`config.mk`:
```
export PLATFORM = sky130hd
export DESIGN_NAME = wb_fifo_slave_flat
export DESIGN_NICKNAME = d
export VERILOG_FILES = /design/src/rtl/wb_fifo_slave_if.sv /design/src/rtl/wb_fifo_slave.sv /design/src/flat_wrapper.sv
export SDC_FILE = /design/constraint.sdc
export NUM_CORES = 1
export LEC_CHECK = 0
export ABC_CLOCK_PERIOD_IN_PS = 10600
export CAP_MARGIN = 20
export CORE_MARGIN = 4
export CORE_UTILIZATION = 30
export DETAILED_ROUTE_END_ITERATION = 7
export HOLD_SLACK_MARGIN = 0.02
export PLACE_DENSITY = 0.57
export SYNTH_ARGS = -nofsm -noshare
export SYNTH_HDL_FRONTEND = slang
export SYNTH_SLANG_ARGS = --single-unit
```
`constraint.sdc`:
```
create_clock -name clk_i -period 10.6 [get_ports clk_i]
set_clock_uncertainty 0.05 [all_clocks]
set_input_delay 2.12 -clock clk_i [delete_from_list [all_inputs] [get_ports clk_i]]
set_output_delay 2.12 -clock clk_i [all_outputs]
set_load 0.02 [all_outputs]
```
`src/rtl/wb_fifo_slave_if.sv`:
```
// Wishbone classic bus bundle for wb_fifo_slave.
// The master modport drives requests; the slave modport answers them.
interface wb_fifo_slave_if;
  logic [31:0] s_wb_addr_i;
  logic [31:0] s_wb_data_i;
  logic [31:0] s_wb_data_o;
  logic        s_wb_we_i;
  logic        s_wb_cyc_i;
  logic        s_wb_stb_i;
  logic        s_wb_ack_o;
  logic        s_wb_err_o;

  modport master (
    output s_wb_addr_i, s_wb_data_i, s_wb_we_i,
    output s_wb_cyc_i, s_wb_stb_i,
    input  s_wb_data_o, s_wb_ack_o, s_wb_err_o
  );

  modport slave (
    input  s_wb_addr_i, s_wb_data_i, s_wb_we_i,
    input  s_wb_cyc_i, s_wb_stb_i,
    output s_wb_data_o, s_wb_ack_o, s_wb_err_o
  );
endinterface

```
`src/rtl/wb_fifo_slave.sv`:
```
// Wishbone slave with FIFO, status, control and scratch registers.
// Define WB_ERR_EN to end faulting cycles with err instead of ack.
module wb_fifo_slave #(
  parameter logic [31:0] BASE_ADDR  = 32'h0000_0000,
  parameter int          DEPTH_LOG2 = 4,
  parameter int          ACK_DLY    = 0,
  parameter int          IRQ_LEVEL  = 8
) (
  input  logic          clk_i,
  input  logic          rst_i,
  wb_fifo_slave_if.slave s_wb,
  output logic          irq_o
);
  localparam int DEPTH = 1 << DEPTH_LOG2;
  localparam int CW    = DEPTH_LOG2 + 1;

  typedef enum logic [1:0] {S_IDLE, S_WAIT, S_ACK} state_t;

  state_t                r_state, w_next;
  logic [3:0]            r_dly, w_dly_nxt;
  logic [31:2]           r_addr;
  logic [31:0]           r_wdat;
  logic                  r_we;
  logic [31:0]           r_mem [DEPTH];
  logic [DEPTH_LOG2-1:0] r_wp, r_rp;
  logic [CW-1:0]         r_cnt;
  logic                  r_ovf, r_udf;
  logic [31:0]           r_scratch;

  logic        w_hit, w_empty, w_full, w_commit;
  logic        w_push, w_pop, w_push_ok, w_pop_ok;
  logic        w_ctrl, w_flush, w_clr;
  logic [1:0]  w_sel;
  logic [31:0] w_rdata;

  assign w_hit     = r_addr[31:4] == BASE_ADDR[31:4];
  assign w_sel     = r_addr[3:2];
  assign w_empty   = r_cnt == '0;
  assign w_full    = r_cnt == CW'(DEPTH);
  assign w_commit  = r_state == S_ACK;
  assign w_push    = w_commit & w_hit & r_we & (w_sel == 2'd0);
  assign w_pop     = w_commit & w_hit & ~r_we & (w_sel == 2'd0);
  assign w_push_ok = w_push & ~w_full;
  assign w_pop_ok  = w_pop & ~w_empty;
  assign w_ctrl    = w_commit & w_hit & r_we & (w_sel == 2'd2);
  assign w_flush   = w_ctrl & r_wdat[0];
  assign w_clr     = w_ctrl & r_wdat[1];

  always_comb begin
    w_rdata = '0;
    if (w_commit && w_hit && !r_we) begin
      case (w_sel)
        2'd0:    w_rdata = w_empty ? '0 : r_mem[r_rp];
        2'd1:    w_rdata = {8'b0, 8'(r_cnt), 12'b0,
                            r_udf, r_ovf, w_full, w_empty};
        2'd3:    w_rdata = r_scratch;
        default: w_rdata = '0;
      endcase
    end
  end

  assign s_wb.s_wb_data_o = w_rdata;

`ifdef WB_ERR_EN
  logic w_fault;
  assign w_fault = w_commit & (~w_hit | (w_push & w_full)
                               | (w_pop & w_empty));
  assign s_wb.s_wb_ack_o = w_commit & ~w_fault;
  assign s_wb.s_wb_err_o = w_fault;
`else
  assign s_wb.s_wb_ack_o = w_commit;
  assign s_wb.s_wb_err_o = 1'b0;
`endif

  always_comb begin
    w_next    = r_state;
    w_dly_nxt = r_dly;
    case (r_state)
      S_IDLE:
        if (s_wb.s_wb_cyc_i && s_wb.s_wb_stb_i) begin
          if (ACK_DLY == 0) begin
            w_next = S_ACK;
          end else begin
            w_next    = S_WAIT;
            w_dly_nxt = 4'(ACK_DLY - 1);
          end
        end
      S_WAIT:
        if (!s_wb.s_wb_cyc_i)  w_next = S_IDLE;
        else if (r_dly == '0)  w_next = S_ACK;
        else                   w_dly_nxt = r_dly - 4'd1;
      S_ACK:   w_next = S_IDLE;
      default: w_next = S_IDLE;
    endcase
  end

  always_ff @(posedge clk_i or posedge rst_i) begin
    if (rst_i) begin
      r_state <= S_IDLE;
      r_dly   <= '0;
      r_addr  <= '0;
      r_wdat  <= '0;
      r_we    <= 1'b0;
    end else begin
      r_state <= w_next;
      r_dly   <= w_dly_nxt;
      if (r_state == S_IDLE && s_wb.s_wb_cyc_i && s_wb.s_wb_stb_i) begin
        r_addr <= s_wb.s_wb_addr_i[31:2];
        r_wdat <= s_wb.s_wb_data_i;
        r_we   <= s_wb.s_wb_we_i;
      end
    end
  end

  always_ff @(posedge clk_i) begin
    if (w_push_ok) r_mem[r_wp] <= r_wdat;
  end

  always_ff @(posedge clk_i or posedge rst_i) begin
    if (rst_i) begin
      r_wp      <= '0;
      r_rp      <= '0;
      r_cnt     <= '0;
      r_ovf     <= 1'b0;
      r_udf     <= 1'b0;
      r_scratch <= '0;
      irq_o     <= 1'b0;
    end else begin
      // flush only rewinds the pointers; stored words are left in place
      if (w_flush) begin
        r_wp  <= '0;
        r_rp  <= '0;
        r_cnt <= '0;
      end else if (w_push_ok) begin
        r_wp  <= r_wp + 1'b1;
        r_cnt <= r_cnt + 1'b1;
      end else if (w_pop_ok) begin
        r_rp  <= r_rp + 1'b1;
        r_cnt <= r_cnt - 1'b1;
      end
      if (w_clr)               r_ovf <= 1'b0;
      else if (w_push & w_full) r_ovf <= 1'b1;
      if (w_clr)                r_udf <= 1'b0;
      else if (w_pop & w_empty) r_udf <= 1'b1;
      if (w_commit && w_hit && r_we && w_sel == 2'd3)
        r_scratch <= r_wdat;
      irq_o <= (32'(r_cnt) >= 32'(IRQ_LEVEL)) | r_ovf;
    end
  end
endmodule

```
`src/flat_wrapper.sv`:
```
// flat-port wrapper written by rule: the top's interface ports become plain ports
module wb_fifo_slave_flat 
#(
  parameter logic [31:0] BASE_ADDR  = 32'h0000_0000,
  parameter int          DEPTH_LOG2 = 4,
  parameter int          ACK_DLY    = 0,
  parameter int          IRQ_LEVEL  = 8
)
  (clk_i, rst_i, irq_o, s_wb_s_wb_addr_i, s_wb_s_wb_data_i, s_wb_s_wb_we_i, s_wb_s_wb_cyc_i, s_wb_s_wb_stb_i, s_wb_s_wb_data_o, s_wb_s_wb_ack_o, s_wb_s_wb_err_o);
  wb_fifo_slave_if s_wb_i ();
  input  logic clk_i;
  input  logic rst_i;
  output logic irq_o;
  input wire logic [$bits(s_wb_i.s_wb_addr_i)-1:0] s_wb_s_wb_addr_i;
  input wire logic [$bits(s_wb_i.s_wb_data_i)-1:0] s_wb_s_wb_data_i;
  input wire logic [$bits(s_wb_i.s_wb_we_i)-1:0] s_wb_s_wb_we_i;
  input wire logic [$bits(s_wb_i.s_wb_cyc_i)-1:0] s_wb_s_wb_cyc_i;
  input wire logic [$bits(s_wb_i.s_wb_stb_i)-1:0] s_wb_s_wb_stb_i;
  output wire logic [$bits(s_wb_i.s_wb_data_o)-1:0] s_wb_s_wb_data_o;
  output wire logic [$bits(s_wb_i.s_wb_ack_o)-1:0] s_wb_s_wb_ack_o;
  output wire logic [$bits(s_wb_i.s_wb_err_o)-1:0] s_wb_s_wb_err_o;
  assign s_wb_i.s_wb_addr_i = s_wb_s_wb_addr_i;
  assign s_wb_i.s_wb_data_i = s_wb_s_wb_data_i;
  assign s_wb_i.s_wb_we_i = s_wb_s_wb_we_i;
  assign s_wb_i.s_wb_cyc_i = s_wb_s_wb_cyc_i;
  assign s_wb_i.s_wb_stb_i = s_wb_s_wb_stb_i;
  assign s_wb_s_wb_data_o = s_wb_i.s_wb_data_o;
  assign s_wb_s_wb_ack_o = s_wb_i.s_wb_ack_o;
  assign s_wb_s_wb_err_o = s_wb_i.s_wb_err_o;
  wb_fifo_slave #(.BASE_ADDR(BASE_ADDR), .DEPTH_LOG2(DEPTH_LOG2), .ACK_DLY(ACK_DLY), .IRQ_LEVEL(IRQ_LEVEL)) u_core (.clk_i(clk_i), .rst_i(rst_i), .s_wb(s_wb_i), .irq_o(irq_o));
endmodule
```
Yosys cells after proc, flatten, opt, wreduce, memory -nomap -nowiden

Memory sizes are Yosys's and may differ from the RTL's.
Cells that the tools add are included.

RAM bits: 512
Input port bits: 69
Memories kept: 1
Output and inout bits: 35
Register bits after elaboration: 117

Memory list:

| name         | depth | bits a word | read ports | clocked after memory_dff | write ports | line                | RTL |
|---|---|---|---|---|---|---|---|
| u_core.r_mem | 16    | 32          | 1          | 0                        | 1           | wb_fifo_slave.sv:24 | `logic [31:0] r_mem [DEPTH];` |

Reduce and logical (&&, ||, !) cells: 21
Bitwise logic cells: 17
Order comparisons: 1
Add/subtract/negate cells: 5
Mux-type cells: 21
Equality and inequality tests: 9

Operator list:

| kind                | count |
|---|---|
| $pmux 32 s3         | 1 |
| $mux 32             | 2 |
| $logic_not 28->1    | 1 |
| $mux 4              | 5 |
| $mux 5              | 3 |
| $and 1x1->1         | 12 |
| $add 4x1->4 const B | 2 |
| $reduce_bool 2->1   | 4 |
| $logic_and 1x1->1   | 7 |
| $eq 2x2->1 const B  | 3 |
| $mux 1              | 6 |
| $mux 2              | 3 |
| $add 5x1->5 const B | 1 |
| $eq 5x5->1 const B  | 1 |
| $ge 5x4->1 const B  | 1 |
| $logic_not 5->1     | 1 |
| $sub 5x1->5 const B | 1 |
| $eq 2x1->1 const B  | 2 |
| $logic_not 2->1     | 2 |
| $logic_not 4->1     | 1 |
| $not 1->1           | 4 |
| $pmux 2 s2          | 1 |
| $reduce_and 2->1    | 2 |
| $sub 4x1->4 const B | 1 |
| 7 further kinds     | 7 |

Longest topological paths before layout

Gate-level depths: netlist (run 1).

Depth in word-level cells: 8
Mapped depth: 11
Depth with buffers taken out: 10

Least setup slack after synthesis (run 1)

No wires, ideal clock.

Path kind: reg-to-reg
Start point: register u_core.r_state[1]
End point: memory u_core.r_mem[3][0], enable pin
Slack: 5.493 ns
Arrival time: 4.556 ns
Library setup time: 0.502 ns
Buffers on the path: 0
Stages on the path, launching flop included: 6
Path through: dfrtp_1 nor4b_2 nand4_4 nor3_4 inv_2 nor4_1

Longest elaborated chain between the ends: 7

Ends and longest elaborated chain:

| what                         | line                 | RTL |
|---|---|---|
| from (decl)                  | wb_fifo_slave.sv:19  | `state_t r_state, w_next;` |
| from (signal assigned)       | wb_fifo_slave.sv:105 | `r_state <= w_next;` |
| $eq 2x2->1                   | wb_fifo_slave.sv:40  | `assign w_commit = r_state == S_ACK;` |
| $and 1x1->1 (3 in a row)     | wb_fifo_slave.sv:41  | `assign w_push = w_commit & w_hit & r_we & (w_sel == 2'd0);` |
| $and 1x1->1                  | wb_fifo_slave.sv:43  | `assign w_push_ok = w_push & ~w_full;` |
| $mux 1                       | wb_fifo_slave.sv:116 | `if (w_push_ok) r_mem[r_wp] <= r_wdat;` |
| $mux 1 (implied by the code) | wb_fifo_slave.sv:116 |  |
| to (decl)                    | wb_fifo_slave.sv:24  |  |

Every way passes these cells.

Final worst setup path (run 1)

Start point: register u_core.r_rp[3]
End point: output s_wb_s_wb_data_o[8]

Longest elaborated chain between the ends: 4

Ends and longest elaborated chain:

| what                   | line                 | RTL |
|---|---|---|
| from (decl)            | wb_fifo_slave.sv:25  | `logic [DEPTH_LOG2-1:0] r_wp, r_rp;` |
| from (signal assigned) | wb_fifo_slave.sv:138 | `r_rp <= r_rp + 1'b1;` |
| $mem_v2 16x32          | n/a                  |  |
| $mux 32                | wb_fifo_slave.sv:53  | `2'd0: w_rdata = w_empty ? '0 : r_mem[r_rp];` |
| $pmux 32 s3            | wb_fifo_slave.sv:52  | `case (w_sel)` |
| $mux 32                | wb_fifo_slave.sv:51  | `if (w_commit && w_hit && !r_we) begin` |
| to (decl)              | flat_wrapper.sv:19   | `output wire logic [$bits(s_wb_i.s_wb_data_o)-1:0] s_wb_s_wb_data_o;` |

Every way passes these cells.

==> results by group, run 1 <==
Run status
  – Status: finished, final reports clean

Clock tree
  – CTS Buffer Depth: 3
  – Clk_lat worst skew: 600 ps
  – Clk root buf: clkbuf_16
  – TritonCTS clock tree: built
  – Total clock sinks: 624
  – TritonCTS buffer count: 67
  – Setup Fix Bufs, Post-CTS: 0
  – Clock transition at the registers of the reported paths: 60 ps
  – Post-cts resize count: 0
  – CTS Hold Bufs: 0
  – Htree depth: 3

Power and ir drop
  – VDD IR max: 0.000103 V
  – Sw frac: 0.212
  – Internal power: 4.15 mW
  – PD cells: 180 nW/um^2
  – Net Sw Power: 1.12 mW
  – Sequential Power Share: 0.544
  – Comb power frac: 0.021
  – Clk pwr share: 0.435
  – Leakage power: 9.85 nW

Die
  – Die Ht: 295 um
  – Die Wd: 295 um
  – Die area: 87200 um^2
  – Core area: 82000 um^2
  – Initial Util: 0.302
  – Ports: 104
  – # rows: 105

Synthesis
  – EDFF count, synth: 512
  – Dominant cell type by area after synthesis: edfxtp_1
  – Proportion of synthesized chip area in sequential cells: 0.734
  – Count leader, synth: edfxtp_1
  – Synth Net Count: 1422
  – Mapped Area: 24800 um^2
  – Ys flop type: edfxtp_1
  – Post-synth ARST share: 0.179
  – Syn Area/Cell: 18.4 um^2
  – Unique masters post-synth: 58
  – Top post-synthesis cells by count: 512 x edfxtp_1, 193 x nand2_1, 128 x mux4_2, 112 x dfrtp_1, 40 x mux2i_1
  – Synth Warn #: 0
  – Synthesized instance count: 1344
  – Largest cells by area after synthesis: edfxtp_1 62%, mux4_2 12%, dfrtp_1 11%
  – Flops & latches, synth: 624
  – Share of the synthesized area in the top cell type: 0.621

STA
  – Final setup fails: 0
  – Final period utilization: 0.596
  – Slew HR: 0.323
  – RSZ-0062 raised after global routing: no
  – Crit path time final: 6320 ps
  – Achievable Freq: 0.158 GHz
  – Max-slew violations: 0
  – Worst Max-Slew Pin Slew: 1020 ps
  – Final hold vios: 0
  – Fin Setup TNS: 0 ps

Routing
  – Via count: 12664
  – Routed wire per std cell: 22.2 um
  – Routed Antenna Nets: 0
  – Pre-Repair DR Iteration Count: 5
  – DRC Markers: 0
  – DR iter-0 viols: 965
  – Via density: 4.90
  – WL final: 57.3 mm

Critical path
  – Crit end category: output port
  – R2r setup slk: 6860 ps
  – Critical setup path kind: register to output port
  – Setup crit start kind: register
  – CP max stage cell: dfrtp_4
  – WP data required: 8430 ps
  – CP Cell Sequence: buf_4 > mux4_2 > nor2b_1 > a211oi_1 > a21oi_1 > a22o_1 > clkdlybuf4s50_1
  – Worst path arrival time: 4150 ps
  – CP max stage delay: 890 ps
  – Crit-path max FO: 55

Global routing
  – Pin count of the biggest net entering global routing: 106
  – Total track usage: 0.132
  – Global-route wire length before repair: 85.8 mm
  – Vias in the first global route: 13591
  – Antenna violations before repair: 1
  – Grt ovf: 0

Final layout
  – Diode count: 0
  – Layout Utilization: 0.356
  – Synth-to-layout area growth: 17.8%
  – FF/Latch Area: 18200 um^2
  – Fillers: 7658
  – Area occupied by multi-input gates: 6240 um^2
  – Layout net count: 1540
  – Layout cells sized above 1: 0.196

Flow run
  – Max cap viols: 0

Place
  – Port-buffer cells: 100
  – Final HPWL DP: 30.5 mm
  – RD Place Congestion: 0.762

Hold path
  – Hold crit path type: register to register
-- state kept, by name, summed over array words and instances, names as in the netlist --
register and cells:
u_core.irq_o 1, u_core.r_addr 30, u_core.r_mem 512, u_core.r_rp 4, u_core.r_wdat 32, u_core.r_we 1, u_core.r_scratch 32, u_core.r_ovf 1
u_core.r_state 1, u_core.r_cnt 5, u_core.r_wp 4, u_core.r_udf 1
-- cell families (layout without fill, tap and decap cells) --
logic type               count (synthesis)  after routing  share of synthesized area
AO/OA/AOI/OAI                          112            112                     0.0337
AND/OR/NAND/NOR                        295            295                     0.0571
flip-flops                             624            624                      0.734
other                                    1              1                   0.000151
XOR/XNOR                                 7              7                    0.00248
adder cells (fa/ha/maj)                  9              9                    0.00485
multiplexers                           206            206                      0.150
buffers and inverters                   90            260                     0.0180
-- power groups by stage --
stage | logic, mW | clock network, mW | registers, mW
floorplan | 0.0680 | 0 | 2.87
global placement | 0.112 | 0 | 2.90
detailed placement | 0.114 | 0 | 2.92
CTS | 0.114 | 2.34 | 2.86
global route | 0.128 | 2.45 | 2.88
finish | 0.112 | 2.29 | 2.86
-- worst max-delay path: cells and delay by family (launching register included) --
family | cells | cell delay [ps]
AND/OR/NAND/NOR | 1 | 140
multiplexers | 1 | 410
buffers and inverters | 2 | 1320
AO/OA/AOI/OAI | 3 | 670
flip-flops | 1 | 890
-- placed cells by master, fill, tap and decap left out, types with 6 or more instances in the layout --
| cell | count |
|---|---|
| o211a_1 | 8 |
| inv_1 | 10 |
| ha_1 | 8 |
| mux2_1 | 30 |
| clkdlybuf4s50_1 | 100 |
| nor2_4 | 8 |
| a22o_1 | 23 |
| a211oi_1 | 24 |
| mux4_2 | 128 |
| a21oi_1 | 33 |
| nor4_2 | 7 |
| clkinv_1 | 10 |
| dfrtp_1 | 108 |
| nor2_1 | 13 |
| nand2_1 | 193 |
| clkinv_2 | 7 |
| mux2i_1 | 40 |
| clkbuf_1 | 17 |
| o221ai_1 | 8 |
| nand3_1 | 7 |
| buf_4 | 25 |
| nor4_1 | 7 |
| edfxtp_1 | 512 |
| clkbuf_16 | 69 |
| clkbuf_8 | 6 |
| xnor2_1 | 6 |
| mux2_2 | 8 |
| nor2b_1 | 23 |
-- area by class of cell --
cell class,instances,area share
Clock inverter,29,0.00960
Clock buffer,92,0.0642
Timing Repair Buffer,126,0.0414
Multi-Input combinational cell,630,0.214
Tap cell,1070,0.0459
Inverter,13,0.00176
Sequential cell,624,0.623
-- through the flow --
step | instance area, um^2 | hold WS, ps | total power [mW] | instances | setup slack, ps
final | 29200 | 432 | 5.26 | 2584 | 4280
after floorplan | 24800 | 396 | 2.93 | 1344 | 5470
after detailed placement | 27000 | 416 | 3.03 | 2463 | 4800
after CTS | 29200 | 430 | 5.32 | 2584 | 4160
after global placement | 27000 | 417 | 3.02 | 2463 | 4800
after global routing | 29200 | 451 | 5.45 | 2584 | 3970
-- metal layers --
layer  vias up  GRT usage  share of wire
met5         -          0              0
met4         0     0.0311          0.019
met3        81     0.0289          0.058
met2       333      0.220           0.49
met1      6708      0.177           0.44
li1       5542          -              -
-- path summary, 6_finish.rpt --
path                                  endpoint               from  depth (start not counted)
min                          u_core.r_addr[26]  u_core.r_addr[26]                          2
max reg2reg                u_core.r_mem[7][10]   u_core.r_addr[2]                          7
max                        s_wb_s_wb_data_o[8]     u_core.r_rp[3]                          7
min in group asynchronous    u_core.r_addr[29]              rst_i                          2
max in group asynchronous       u_core.r_rp[3]              rst_i                          3
min reg2reg                  u_core.r_addr[26]  u_core.r_addr[26]                          2
Note: power is estimated with default switching activity, not from simulation.
==> run 2, diff against run 1 <==
--- a/config.mk
+++ b/config.mk
@@ -5,13 +5,13 @@
 export SDC_FILE = /design/constraint.sdc
 export NUM_CORES = 1
 export LEC_CHECK = 0
-export ABC_CLOCK_PERIOD_IN_PS = 10600
+export ABC_CLOCK_PERIOD_IN_PS = 5400
 export CAP_MARGIN = 20
 export CORE_MARGIN = 4
 export CORE_UTILIZATION = 30
 export DETAILED_ROUTE_END_ITERATION = 7
 export HOLD_SLACK_MARGIN = 0.02
-export PLACE_DENSITY = 0.57
+export PLACE_DENSITY = 0.59
 export SYNTH_ARGS = -nofsm -noshare
 export SYNTH_HDL_FRONTEND = slang
 export SYNTH_SLANG_ARGS = --single-unit
==> constraint.sdc (replaced) <==
create_clock -name clk_i -period 5.4 [get_ports clk_i]
set_clock_uncertainty 0.05 [all_clocks]
set_input_delay 1.08 -clock clk_i [delete_from_list [all_inputs] [get_ports clk_i]]
set_output_delay 1.08 -clock clk_i [all_outputs]
set_load 0.02 [all_outputs]
==> results by group, run 2 (synthesis results as in run 1) <==
STA
  – Max-slew violations: 0 (unchanged)
  – WHS: 423 ps (-9.47 ps)
  – Crit path time final: 4940 ps
  – Fin Setup TNS: 0 ps (unchanged)
  – Slew HR: 0.354 (+0.0313)
  – Final setup fails: 0 (unchanged)
  – Final period utilization: 0.914
  – Final hold vios: 0 (unchanged)
  – Achievable Freq: 0.203 GHz
  – RSZ-0062 raised after global routing: no
  – Worst Max-Slew Pin Slew: 968 ps (-47.0 ps)

Routing
  – DR iter-0 viols: 1009 (+4.6%)
  – DRC Markers: 0 (unchanged)
  – WL final: 57.7 mm (+0.67%)
  – Routed Antenna Nets: 0 (unchanged)
  – Routed wire per std cell: 22.3 um (+0.40%)
  – Pre-Repair DR Iteration Count: 5 (unchanged)
  – Via count: 12602 (-0.49%)
  – Via density: 4.86 (-0.76%)

Global routing
  – Antenna violations before repair: 0 (-1)
  – Global-route wire length before repair: 85.7 mm (about the same)
  – Grt ovf: 0 (unchanged)
  – Total track usage: 0.132 (+0.000571)
  – Vias in the first global route: 13256 (-2.5%)
  – Pin count of the biggest net entering global routing: 56 (-47%)

Final layout
  – Layout net count: 1547 (+0.45%)
  – Commonest non-fill, non-tap cell in the layout: edfxtp_1
  – Synth-to-layout area growth: 17.9% (about the same)
  – Layout Utilization: 0.356 (about the same)
  – Most flop-heavy register: u_core.r_mem
  – Layout cells sized above 1: 0.199 (+0.00370)
  – Most frequent cells in the layout: 512 x edfxtp_1, 193 x nand2_1, 128 x mux4_2, 108 x dfrtp_1, 100 x clkdlybuf4s50_1
  – Diode count: 0 (unchanged)
  – Largest regs: u_core.r_mem (512), u_core.r_scratch (32), u_core.r_wdat (32)
  – Layout Cells excl Fill: 2591 (+0.27%)
  – Max FFs per register: 512 (unchanged)

Die
  – # rows: 105 (unchanged)
  – Die Ht: 295 um (unchanged)
  – Core area: 82000 um^2 (unchanged)
  – Initial Util: 0.302 (unchanged)
  – Die Wd: 295 um (unchanged)
  – Ports: 104 (unchanged)
  – Die area: 87200 um^2 (unchanged)

Power and ir drop
  – Sw frac: 0.207 (-0.00460)
  – Leakage power: 9.86 nW (about the same)
  – Comb power frac: 0.022 (about the same)
  – Internal power: 8.02 mW (+93%)
  – Sequential Power Share: 0.556 (+0.012)
  – PD cells: 346 nW/um^2 (+92%)
  – Net Sw Power: 2.10 mW (+88%)
  – VDD IR max: 0.000234 V (+130%)
  – Clk pwr share: 0.423 (-0.012)
  – Design Power: 10.1 mW (+92%)

Clock tree
  – Htree depth: 2 (-1)
  – TritonCTS buffer count: 61 (-9.0%)
  – CTS Buffer Depth: 3 (unchanged)
  – Clk root buf: clkbuf_16
  – Setup Fix Bufs, Post-CTS: 0 (unchanged)
  – Clk_lat worst skew: 620 ps (+20 ps)
  – Post-cts resize count: 0 (unchanged)
  – Clock transition at the registers of the reported paths: 60 ps (about the same)
  – Total clock sinks: 624 (unchanged)
  – CTS Hold Bufs: 0 (unchanged)
  – TritonCTS clock tree: built

Flow run
  – Max cap viols: 0 (unchanged)

Critical path
  – Crit end category: output port
  – Crit-path max FO: 25 (-55%)
  – Setup crit start kind: register
  – Worst path arrival time: 3810 ps (-340 ps)
  – Critical setup path kind: register to output port
  – WP data required: 4270 ps (-4160 ps)

Place
  – Port-buffer cells: 100 (unchanged)
  – Final HPWL DP: 32.5 mm (+6.7%)
  – Cells after DPL: 2476 (+0.53%)
  – RD Place Congestion: 0.769 (+0.91%)

Hold path
  – Hold crit path type: register to register

Run status
  – Status: finished, final reports clean
==> run 2: changes by cell type in the layout (fill, tap and decap cells not counted), sizes merged <==
| cell | before | now |
|---|---|---|
| buf | 26 | 39 |
| bufinv | 4 | 5 |
| clkbuf | 92 | 93 |
| clkinv | 19 | 12 |
| clkinvlp | 1 | 4 |
| inv | 18 | 14 |
==> run 2: power by group through the flow <==
stage	Clock, mW	Combinational [mW]	Sequential (mW)
2_1_floorplan	0	0.133	5.63
3_3_place_gp	0	0.220	5.70
3_5_place_dp	0	0.223	5.72
4_1_cts	4.38	0.224	5.62
5_1_grt	4.60	0.248	5.65
6_report	4.27	0.219	5.62
==> run 2: cell type report <==
class                           instances  area (um^2)
Inverter                               13         51.3
Tap cell                             1070         1340
Clock buffer                           93         1790
Fill cell                            7681        52800
Sequential cell                       624        18200
Timing Repair Buffer                  139         1340
Clock inverter                         22          240
Multi-Input combinational cell        630         6240
==> run 2: critical path: stages (launching register included) <==
cell             delay [ps]
dfrtp_1                 560
nor3_1                  680
o211ai_1                360
nor3_4                  180
buf_4                   450
a22o_1                  300
clkdlybuf4s50_1         640
==> run 2: metrics by stage <==
step	cell area, um^2	worst slack [ps]
floorplan	24800	293
global placement	27200	1150
detailed placement	27200	1100
CTS	29200	423
global route	29200	320
finish	29200	464
==> run 2: metal layers <==
metal	track usage	up-vias	share of wire
met4	0.0339	0	0.021
met5	0	-	0
met1	0.191	6641	0.46
met2	0.208	338	0.47
met3	0.0245	79	0.054
li1	-	5544	-
==> run 2: path summary, 6_finish.rpt <==
kind / slack [ps] / to / from / cells past startpoint
worst max register to register: 1450 / u_core.r_mem[15][2] / u_core.r_addr[2] / 6
min in group asynchronous: 910 / u_core.r_addr[24] / rst_i / 2
max in group asynchronous: 3330 / u_core.r_wdat[5] / rst_i / 3
worst max-delay path: 460 / s_wb_s_wb_data_o[8] / u_core.r_addr[2] / 6
worst min-delay path: 420 / u_core.r_addr[21] / u_core.r_addr[21] / 2
worst min register to register: 420 / u_core.r_addr[21] / u_core.r_addr[21] / 2
==> run 3, diff against run 2 <==
--- a/config.mk
+++ b/config.mk
@@ -8,10 +8,10 @@
 export ABC_CLOCK_PERIOD_IN_PS = 5400
 export CAP_MARGIN = 20
 export CORE_MARGIN = 4
-export CORE_UTILIZATION = 30
+export CORE_UTILIZATION = 54
 export DETAILED_ROUTE_END_ITERATION = 7
 export HOLD_SLACK_MARGIN = 0.02
-export PLACE_DENSITY = 0.59
+export PLACE_DENSITY = 0.75
 export SYNTH_ARGS = -nofsm -noshare
 export SYNTH_HDL_FRONTEND = slang
 export SYNTH_SLANG_ARGS = --single-unit
==> results by group, run 3 (synthesis results as in run 1) <==
Run status
  – Status: finished, final reports clean

Routing
  – Routed wire per std cell: 25.4 um (+14%)
  – Via density: 6.05 (+24%)
  – DRC Markers: 0 (unchanged)
  – WL final: 53.7 mm (-6.9%)
  – Via count: 12773 (+1.4%)
  – DR iter-0 viols: 1342 (+33%)
  – Routed Antenna Nets: 0 (unchanged)
  – Pre-Repair DR Iteration Count: 5 (unchanged)

Critical path
  – Worst path arrival time: 3750 ps (-60 ps)
  – CP max stage cell: dfrtp_4
  – CP max stage delay: 940 ps (+260 ps)
  – Critical setup path kind: register to output port
  – Crit-path max FO: 35 (+40%)
  – WP data required: 4270 ps (about the same)
  – Crit end category: output port
  – Setup crit start kind: register
  – CP Cell Sequence: buf_12 > mux4_2 > nor2b_1 > a211oi_1 > a21oi_1 > a22o_1 > clkdlybuf4s50_1

Final layout
  – Final instance area: 28400 um^2 (-2.6%)
  – Max FFs per register: 512 (unchanged)
  – Commonest non-fill, non-tap cell in the layout: edfxtp_1
  – Layout Utilization: 0.626 (+0.270)
  – Layout cells sized above 1: 0.196 (-0.00344)
  – Largest regs: u_core.r_mem (512), u_core.r_scratch (32), u_core.r_wdat (32)
  – Synth-to-layout area growth: 14.8%
  – Diode count: 0 (unchanged)
  – Most frequent cells in the layout: 512 x edfxtp_1, 193 x nand2_1, 128 x mux4_2, 108 x dfrtp_1, 100 x clkdlybuf4s50_1
  – Layout net count: 1540 (-0.45%)
  – Most flop-heavy register: u_core.r_mem
  – Layout Cells excl Fill: 2112 (-18%)

Die
  – Die area: 49400 um^2 (-43%)
  – Initial Util: 0.546 (+0.244)
  – Die Wd: 222 um (-25%)
  – Core area: 45400 um^2 (-45%)
  – Die Ht: 222 um (-25%)
  – # rows: 78 (-26%)
  – Ports: 104 (unchanged)

Clock tree
  – Clock transition at the registers of the reported paths: 60 ps (about the same)
  – TritonCTS buffer count: 59 (-3.3%)
  – Htree depth: 2 (unchanged)
  – CTS Hold Bufs: 0 (unchanged)
  – Total clock sinks: 624 (unchanged)
  – CTS Buffer Depth: 3 (unchanged)
  – Clk root buf: clkbuf_16
  – TritonCTS clock tree: built
  – Post-cts resize count: 0 (unchanged)
  – Setup Fix Bufs, Post-CTS: 0 (unchanged)
  – Clk_lat worst skew: 600 ps (-20 ps)

Place
  – RD Place Congestion: 0.806 (+4.8%)
  – Final HPWL DP: 28.7 mm (-12%)
  – Port-buffer cells: 100 (unchanged)
  – Placed Area: 26500 um^2 (-2.3%)
  – Cells after DPL: 2001 (-19%)

STA
  – Achievable Freq: 0.205 GHz (+1.1%)
  – Final period utilization: 0.904 (-0.00965)
  – Worst Max-Slew Pin Slew: 1150 ps (+186 ps)
  – Final setup fails: 0 (unchanged)
  – RSZ-0062 raised after global routing: no
  – Crit path time final: 4880 ps (-52.1 ps)
  – Slew HR: 0.230 (-0.124)
  – Final hold vios: 0 (unchanged)
  – Fin Setup TNS: 0 ps (unchanged)
  – Max-slew violations: 0 (unchanged)

Power and ir drop
  – Leakage power: 9.77 nW (-0.82%)
  – PD cells: 347 nW/um^2 (+0.20%)
  – VDD IR max: 0.000244 V (+4.0%)

Hold path
  – Hold crit path type: register to register

Flow run
  – Max cap viols: 0 (unchanged)

Global routing
  – Met3 Resource Use GR: 0.0371 (+0.0126)
  – Grt ovf: 0 (unchanged)
  – Global-route wire length before repair: 81.6 mm (-4.8%)
  – Antenna violations before repair: 0 (unchanged)
  – Total track usage: 0.218 (+0.0854)
  – Global routing's busiest layer: met2
  – Met1 Use GR: 0.320 (+0.129)
  – Vias in the first global route: 13171 (-0.64%)
  – Pin count of the biggest net entering global routing: 69 (+23%)
  – Met2 Usage GRT: 0.347 (+0.139)
-- run 3: critical path, delay by kind of cell (launching register included) --
family	cells	cell delay, ps
multiplexers	1	530
AND/OR/NAND/NOR	1	150
flip-flops	1	940
buffers and inverters	2	850
AO/OA/AOI/OAI	3	640
-- run 3: final cells by class --
cell class	count	area, um^2
inverters	13	51.3
repair buffers	134	1310
multi-input cells	630	6240
fillers	3130	17000
clock inverters	25	228
well taps	600	751
flip-flops and latches	624	18200
clock buffers	86	1660
-- run 3: path summary, 6_finish.rpt --
check	startpoint	to	slack, ps	cells past startpoint
worst max-delay path	u_core.r_rp[0]	s_wb_s_wb_data_o[25]	520	7
worst min-delay path	u_core.r_addr[28]	u_core.r_addr[28]	430	2
worst max register to register	u_core.r_addr[2]	u_core.r_mem[6][23]	1440	7
worst min register to register	u_core.r_addr[28]	u_core.r_addr[28]	430	2
max in group asynchronous	rst_i	u_core.r_scratch[19]	3350	3
min in group asynchronous	rst_i	u_core.r_addr[22]	960	2
-- run 3: power by group --
| group | leakage, nW | total (mW) | internal [mW] | switching, mW |
|---|---|---|---|---|
| Sequential | 6.10 | 5.62 | 5.41 | 0.209 |
| Combinational | 2.75 | 0.216 | 0.0929 | 0.123 |
| Clock | 0.923 | 4.03 | 2.32 | 1.71 |
-- run 3: metrics by stage --
| stage | power (mW) | worst slack, ps | hold slack [ps] |
|---|---|---|---|
| detailed placement | 5.93 | 1110 | 420 |
| CTS | 9.93 | 427 | 436 |
| finish | 9.87 | 516 | 434 |
| global route | 10.2 | 305 | 450 |
| floorplan | 5.76 | 293 | 396 |
| global placement | 5.91 | 1110 | 412 |
-- run 3: routing by layer --
| metal | vias up | wire length, um |
|---|---|---|
| met5 | - | 0 |
| met4 | 0 | 1060 |
| met3 | 68 | 4020 |
| met2 | 534 | 26300 |
| met1 | 6645 | 22400 |
| li1 | 5526 | - |
